==> src/rtl/vga_sync_if.sv <==
// Raster timing bundle from vga_sync: pixel/line coordinates, sync strobes and pacing pulses.
interface vga_sync_if;
    logic [9:0] hc;
    logic [9:0] vc;
    logic       hsync;
    logic       vsync;
    logic       video_on;
    logic       pix_tick;
    logic       frame_start;

    modport master (
        output hc, vc, hsync, vsync, video_on, pix_tick, frame_start
    );

    modport slave (
        input hc, vc, hsync, vsync, video_on, pix_tick, frame_start
    );
endinterface

==> src/rtl/vga_sync.sv <==
// VGA raster generator: pixel-clock divider, h/v counters with phase FSMs, and
// zero-skew registered sync/blanking derived from the next counter values.
module vga_sync #(
    parameter int CLK_DIV = 4,
    parameter int H_VIS   = 640,
    parameter int H_FP    = 16,
    parameter int H_SW    = 96,
    parameter int H_BP    = 48,
    parameter int V_VIS   = 480,
    parameter int V_FP    = 10,
    parameter int V_SW    = 2,
    parameter int V_BP    = 33
) (
    input  logic       clk,
    input  logic       rst,
    vga_sync_if.master vga
);

    localparam int H_TOT = H_VIS + H_FP + H_SW + H_BP;
    localparam int V_TOT = V_VIS + V_FP + V_SW + V_BP;
    localparam int DW    = (CLK_DIV > 1) ? $clog2(CLK_DIV) : 1;
    localparam logic [DW-1:0] DIV_LAST = DW'(CLK_DIV - 1);

    typedef enum logic [1:0] {VIS, FP, SYNC, BP} state_t;

    logic [DW-1:0] div;
    logic          tick;
    logic          h_wrap;
    logic          v_wrap;
    logic [9:0]    hc_nxt;
    logic [9:0]    vc_nxt;
    state_t        h_state, h_state_nxt;
    state_t        v_state, v_state_nxt;

    assign tick   = (div == DIV_LAST);
    assign h_wrap = tick && (vga.hc == 10'(H_TOT - 1));
    assign v_wrap = h_wrap && (vga.vc == 10'(V_TOT - 1));

    always_comb begin
        hc_nxt = vga.hc;
        vc_nxt = vga.vc;
        if (tick)
            hc_nxt = h_wrap ? 10'd0 : vga.hc + 10'd1;
        if (h_wrap)
            vc_nxt = v_wrap ? 10'd0 : vga.vc + 10'd1;
    end

    // Phases advance on the last count of each region so they line up with hc_nxt.
    always_comb begin
        h_state_nxt = h_state;
        if (tick) begin
            case (h_state)
                VIS:  if (vga.hc == 10'(H_VIS - 1))               h_state_nxt = FP;
                FP:   if (vga.hc == 10'(H_VIS + H_FP - 1))        h_state_nxt = SYNC;
                SYNC: if (vga.hc == 10'(H_VIS + H_FP + H_SW - 1)) h_state_nxt = BP;
                BP:   if (h_wrap)                                 h_state_nxt = VIS;
                default:                                          h_state_nxt = VIS;
            endcase
        end
    end

    always_comb begin
        v_state_nxt = v_state;
        if (h_wrap) begin
            case (v_state)
                VIS:  if (vga.vc == 10'(V_VIS - 1))               v_state_nxt = FP;
                FP:   if (vga.vc == 10'(V_VIS + V_FP - 1))        v_state_nxt = SYNC;
                SYNC: if (vga.vc == 10'(V_VIS + V_FP + V_SW - 1)) v_state_nxt = BP;
                BP:   if (v_wrap)                                 v_state_nxt = VIS;
                default:                                          v_state_nxt = VIS;
            endcase
        end
    end

    // NOTE: every register here, including the FSM state, is written with <= so all
    // outputs of one edge see the same pre-edge values; the asynchronous reset forces
    // the visible position to 0,0 with both syncs inactive.
    always_ff @(posedge clk or negedge rst) begin
        if (!rst) begin
            div             <= '0;
            h_state         <= VIS;
            v_state         <= VIS;
            vga.hc          <= '0;
            vga.vc          <= '0;
            vga.hsync       <= 1'b1;
            vga.vsync       <= 1'b1;
            vga.video_on    <= 1'b1;
            vga.pix_tick    <= 1'b0;
            vga.frame_start <= 1'b0;
        end else begin
            div             <= tick ? '0 : div + DW'(1);
            h_state         <= h_state_nxt;
            v_state         <= v_state_nxt;
            vga.hc          <= hc_nxt;
            vga.vc          <= vc_nxt;
            vga.hsync       <= (h_state_nxt != SYNC);
            vga.vsync       <= (v_state_nxt != SYNC);
            vga.video_on    <= (h_state_nxt == VIS) && (v_state_nxt == VIS);
            vga.pix_tick    <= tick;
            vga.frame_start <= v_wrap;
        end
    end

endmodule

==> src/flat_wrapper.sv <==
// flat-port wrapper written by rule: the top's interface ports become plain ports
module vga_sync_flat 
#(
    parameter int CLK_DIV = 4,
    parameter int H_VIS   = 640,
    parameter int H_FP    = 16,
    parameter int H_SW    = 96,
    parameter int H_BP    = 48,
    parameter int V_VIS   = 480,
    parameter int V_FP    = 10,
    parameter int V_SW    = 2,
    parameter int V_BP    = 33
)
  (clk, rst, vga_hc, vga_vc, vga_hsync, vga_vsync, vga_video_on, vga_pix_tick, vga_frame_start);
  vga_sync_if vga_i ();
  input  logic clk;
  input  logic rst;
  output wire logic [$bits(vga_i.hc)-1:0] vga_hc;
  output wire logic [$bits(vga_i.vc)-1:0] vga_vc;
  output wire logic [$bits(vga_i.hsync)-1:0] vga_hsync;
  output wire logic [$bits(vga_i.vsync)-1:0] vga_vsync;
  output wire logic [$bits(vga_i.video_on)-1:0] vga_video_on;
  output wire logic [$bits(vga_i.pix_tick)-1:0] vga_pix_tick;
  output wire logic [$bits(vga_i.frame_start)-1:0] vga_frame_start;
  assign vga_hc = vga_i.hc;
  assign vga_vc = vga_i.vc;
  assign vga_hsync = vga_i.hsync;
  assign vga_vsync = vga_i.vsync;
  assign vga_video_on = vga_i.video_on;
  assign vga_pix_tick = vga_i.pix_tick;
  assign vga_frame_start = vga_i.frame_start;
  vga_sync #(.CLK_DIV(CLK_DIV), .H_VIS(H_VIS), .H_FP(H_FP), .H_SW(H_SW), .H_BP(H_BP), .V_VIS(V_VIS), .V_FP(V_FP), .V_SW(V_SW), .V_BP(V_BP)) u_core (.clk(clk), .rst(rst), .vga(vga_i));
endmodule
==> config.mk <==
export PLATFORM = sky130hd
export DESIGN_NAME = vga_sync_flat
export DESIGN_NICKNAME = d
export VERILOG_FILES = /design/src/rtl/vga_sync_if.sv /design/src/rtl/vga_sync.sv /design/src/flat_wrapper.sv
export SDC_FILE = /design/constraint.sdc
export NUM_CORES = 1
export LEC_CHECK = 0
export ABC_AREA = 1
export BUFFER_PORTS_ARGS = -buffer_cell sky130_fd_sc_hd__buf_2
export CAP_MARGIN = 25
export CORE_ASPECT_RATIO = 1.2
export CORE_MARGIN = 2
export CORE_UTILIZATION = 40
export DETAILED_ROUTE_END_ITERATION = 16
export SLEW_MARGIN = 10
export SYNTH_ARGS = -nofsm -noshare
export SYNTH_HDL_FRONTEND = slang
export SYNTH_SLANG_ARGS = --single-unit
export TNS_END_PERCENT = 20
==> constraint.sdc <==
create_clock -name clk -period 2.6 [get_ports clk]
set_input_delay 0.26 -clock clk [delete_from_list [all_inputs] [get_ports clk]]
set_output_delay 0.26 -clock clk [all_outputs]
set_load 0.1 [all_outputs]
==> summary.txt <==
Status
  – Status: finished clean

Floorplan
  – Area of the core: 0.00426 mm²
  – Row cnt: 26
  – Initial Util: 0.419
  – Die width: 65.0 µm
  – Die area: 0.00501 mm²
  – # IOs: 27
  – Die Ht: 77.2 µm

GRT
  – First-pass GRT wire length: 6.83 mm
  – Vias in the first global route: 1577
  – Gr usage total: 0.176
  – Initial antenna violation count: 0
  – Pin count of the biggest net entering global routing: 32
  – Global route overflow: 0

Synthesis
  – Avg Cell Area, Syn: 7.76 µm²
  – Synth Register Bits: 31
  – Ys flop type: dfrtp_1
  – Post-synth EDFFs: 0
  – Post-Syn Instances: 230
  – Post-synthesis instance area: 0.00178 mm²
  – Commonest cells in the synthesized netlist: 46 x nand2_1, 36 x inv_1, 29 x nor2_1
  – Cell type with the largest total area after synthesis: dfrtp_1
  – Top cell type's share of synthesized area: 0.393
  – Post-Syn Nets: 237
  – Synthesis warning total: 0
  – Cell variety after synth: 25
  – Sequential area share after synthesis: 0.437
  – Most frequent cell after synthesis: nand2_1
  – Async set-or-reset flop fraction in the synthesized netlist: 1.00
  – Synth top area cells: dfrtp_1 39%, nand2_1 9.7%, inv_1 7.6%

Critical path
  – Setup crit start kind: register
  – Crit path required time: 2.78 ns
  – Worst Setup End Kind: register
  – Worst-path maximum fanout: 12
  – Critical path arrival: 2.13 ns
  – R2R cell count: 10
  – CP Class: reg2reg

Clocking
  – H-tree levels: 2
  – Skew-Pair Late Insertion Delay: 0.29 ns
  – Clock root buffer: clkbuf_8
  – Clk buf depth: 2
  – CTS Hold Bufs: 0
  – CTS resizes: 0
  – CTS tree: built
  – Worst-path clk slew: 0.07 ns
  – Setup bufs post-CTS: 0
  – Total CTS buffers: 5
  – CTS sink cnt: 31

Layout
  – Multi-input combinational cell area: 830 µm²
  – Antenna diodes: 0
  – Fillcell total: 437
  – Share of cells above drive strength 1: 0.204
  – FF/Latch Area: 779 µm²
  – Fin nets: 266
  – Final Non-Filler Cells: 316
  – Area grow syn2layout: 13.9%

Timing
  – Max frequency: 512 MHz
  – Tmin final: 1.95 ns
  – Final number of hold-violating endpoints: 0
  – Setup_tns: 0 ns
  – Max_slew headroom: 0.539
  – Count of final setup violators: 0
  – Max-slew violations: 0
  – Worst Tran Pin Value: 0.691 ns
  – RSZ-0062 raised after global routing: no
  – Hold WS: 0.0149 ns
  – Period utilization: 0.751
  – Worst clock skew: 0.00848 ns

Detailed routing
  – Drt total wl: 3.78 mm
  – Vias per Instance: 4.97
  – DRC: 0
  – Total vias in the final route: 1569
  – WL/cell: 12.0 µm
  – DR pass1 iterations: 5
  – Routed Antenna Nets: 0
  – Initial DRC count: 48

Flow run
  – Max-cap viol count: 0

Placement
  – Post-Place Cells: 308
  – PortBufs: 26
  – Gpl congestion: 0.845
  – Placed wire-length estimate: 2.81 mm

Power
  – PD cells: 420 mW/mm²
  – Worst VDD drop: 0.259 mV
  – Static Leak: 1.03 nW

Worst hold path
  – Min-Delay Path Class: in2async
-- critical path, cell delays in order, from the launching register on --
cell     delay, ns
dfrtp_1       0.34
ha_1          0.37
inv_2         0.11
nor2_2        0.10
nand3_2       0.08
nor2_4        0.26
nand2_1       0.15
nor3_2        0.21
nand2_1       0.08
nor2_1        0.09
nor2_1        0.05
-- kinds of logic (layout without fill, tap and decap cells) --
logic type,Yosys count,in the layout,synth area share
AOI/OAI and AO/OA,18,18,0.0519
and+or+nand+nor,129,129,0.353
buffers and inverters,42,72,0.0982
adders and majority gates,5,5,0.0351
xor gates and xnor gates,5,5,0.0245
DFF,31,31,0.437
-- state kept, by name (all words and copies together), names as in the netlist --
name,count
u_core.vga.frame_start,1
u_core.vga.video_on,1
u_core.vga.hsync,1
u_core.v_state,2
u_core.vga.vsync,1
u_core.h_state,2
u_core.vga.vc,10
u_core.vga.pix_tick,1
u_core.vga.hc,10
u_core.div,2
-- layout by cell type, fill, tap and decap left out --
master / n
nand2_1: 46
nor3_1: 8
nor3_2: 2
nand3_2: 5
a211oi_1: 1
nand2_2: 2
o21ai_0: 7
clkbuf_8: 5
a21oi_1: 10
nor2_1: 29
xor2_1: 4
nand4_1: 8
inv_2: 2
buf_2: 26
dfstp_2: 3
nor2_2: 5
nand3b_1: 1
inv_1: 36
nand3_1: 18
clkbuf_1: 3
xnor2_1: 1
nor2_4: 2
nor4_2: 1
dfrtp_1: 28
ha_1: 5
nor4_1: 2
-- cell type report --
type                    instances  share of cell area
multi-input cells             157               0.408
flip-flops and latches         31               0.384
inverters                      38              0.0702
repair buffers                 26              0.0640
clock buffers                   8              0.0394
well taps                      56              0.0345
-- routing by layer --
layer | GRT usage | routed length, µm | up-vias
met5 | 0 | 0 | -
met4 | 0.109 | 134 | 0
met3 | 0.0440 | 164 | 13
met2 | 0.280 | 1890 | 38
met1 | 0.211 | 1590 | 731
li1 | - | - | 787
-- report_power, final --
part	total, W	leakage (nW)	internal [W]	switching, W
Sequential	0.000483	0.408	0.000483	0
Clock	0.000362	0.0395	0.000190	0.000172
Combinational	0.00000956	0.584	0.000000540	0.00000902
Total	0.000854	1.03	0.000673	0.000181
-- final timing paths --
kind	from	to	slack (ns)
setup / recovery	u_core.div[0]	u_core.vga.vc[7]	0.65
hold / removal	rst	u_core.vga.hc[3]	0.01
setup reg to reg	u_core.div[0]	u_core.vga.vc[7]	0.65
hold reg to reg	u_core.div[0]	u_core.div[0]	0.43
max in group asynchronous	rst	u_core.h_state[0]	2.14
min in group clk	u_core.div[0]	u_core.div[0]	0.43
-- metrics by stage --
| step | total power, W | area, µm² | utilization | worst slack, ns |
|---|---|---|---|---|
| after floorplan | 0.000491 | 1780 | - | 0.316 |
| after CTS | 0.000869 | 2030 | 0.477 | 0.642 |
| final | 0.000854 | 2030 | 0.477 | 0.647 |
| after detailed placement | 0.000502 | 1950 | 0.458 | 0.640 |
| after global placement | 0.000502 | 1950 | 0.458 | 0.709 |
| after global routing | 0.000897 | 2030 | 0.477 | 0.376 |
(Power assumes the default switching activity.)
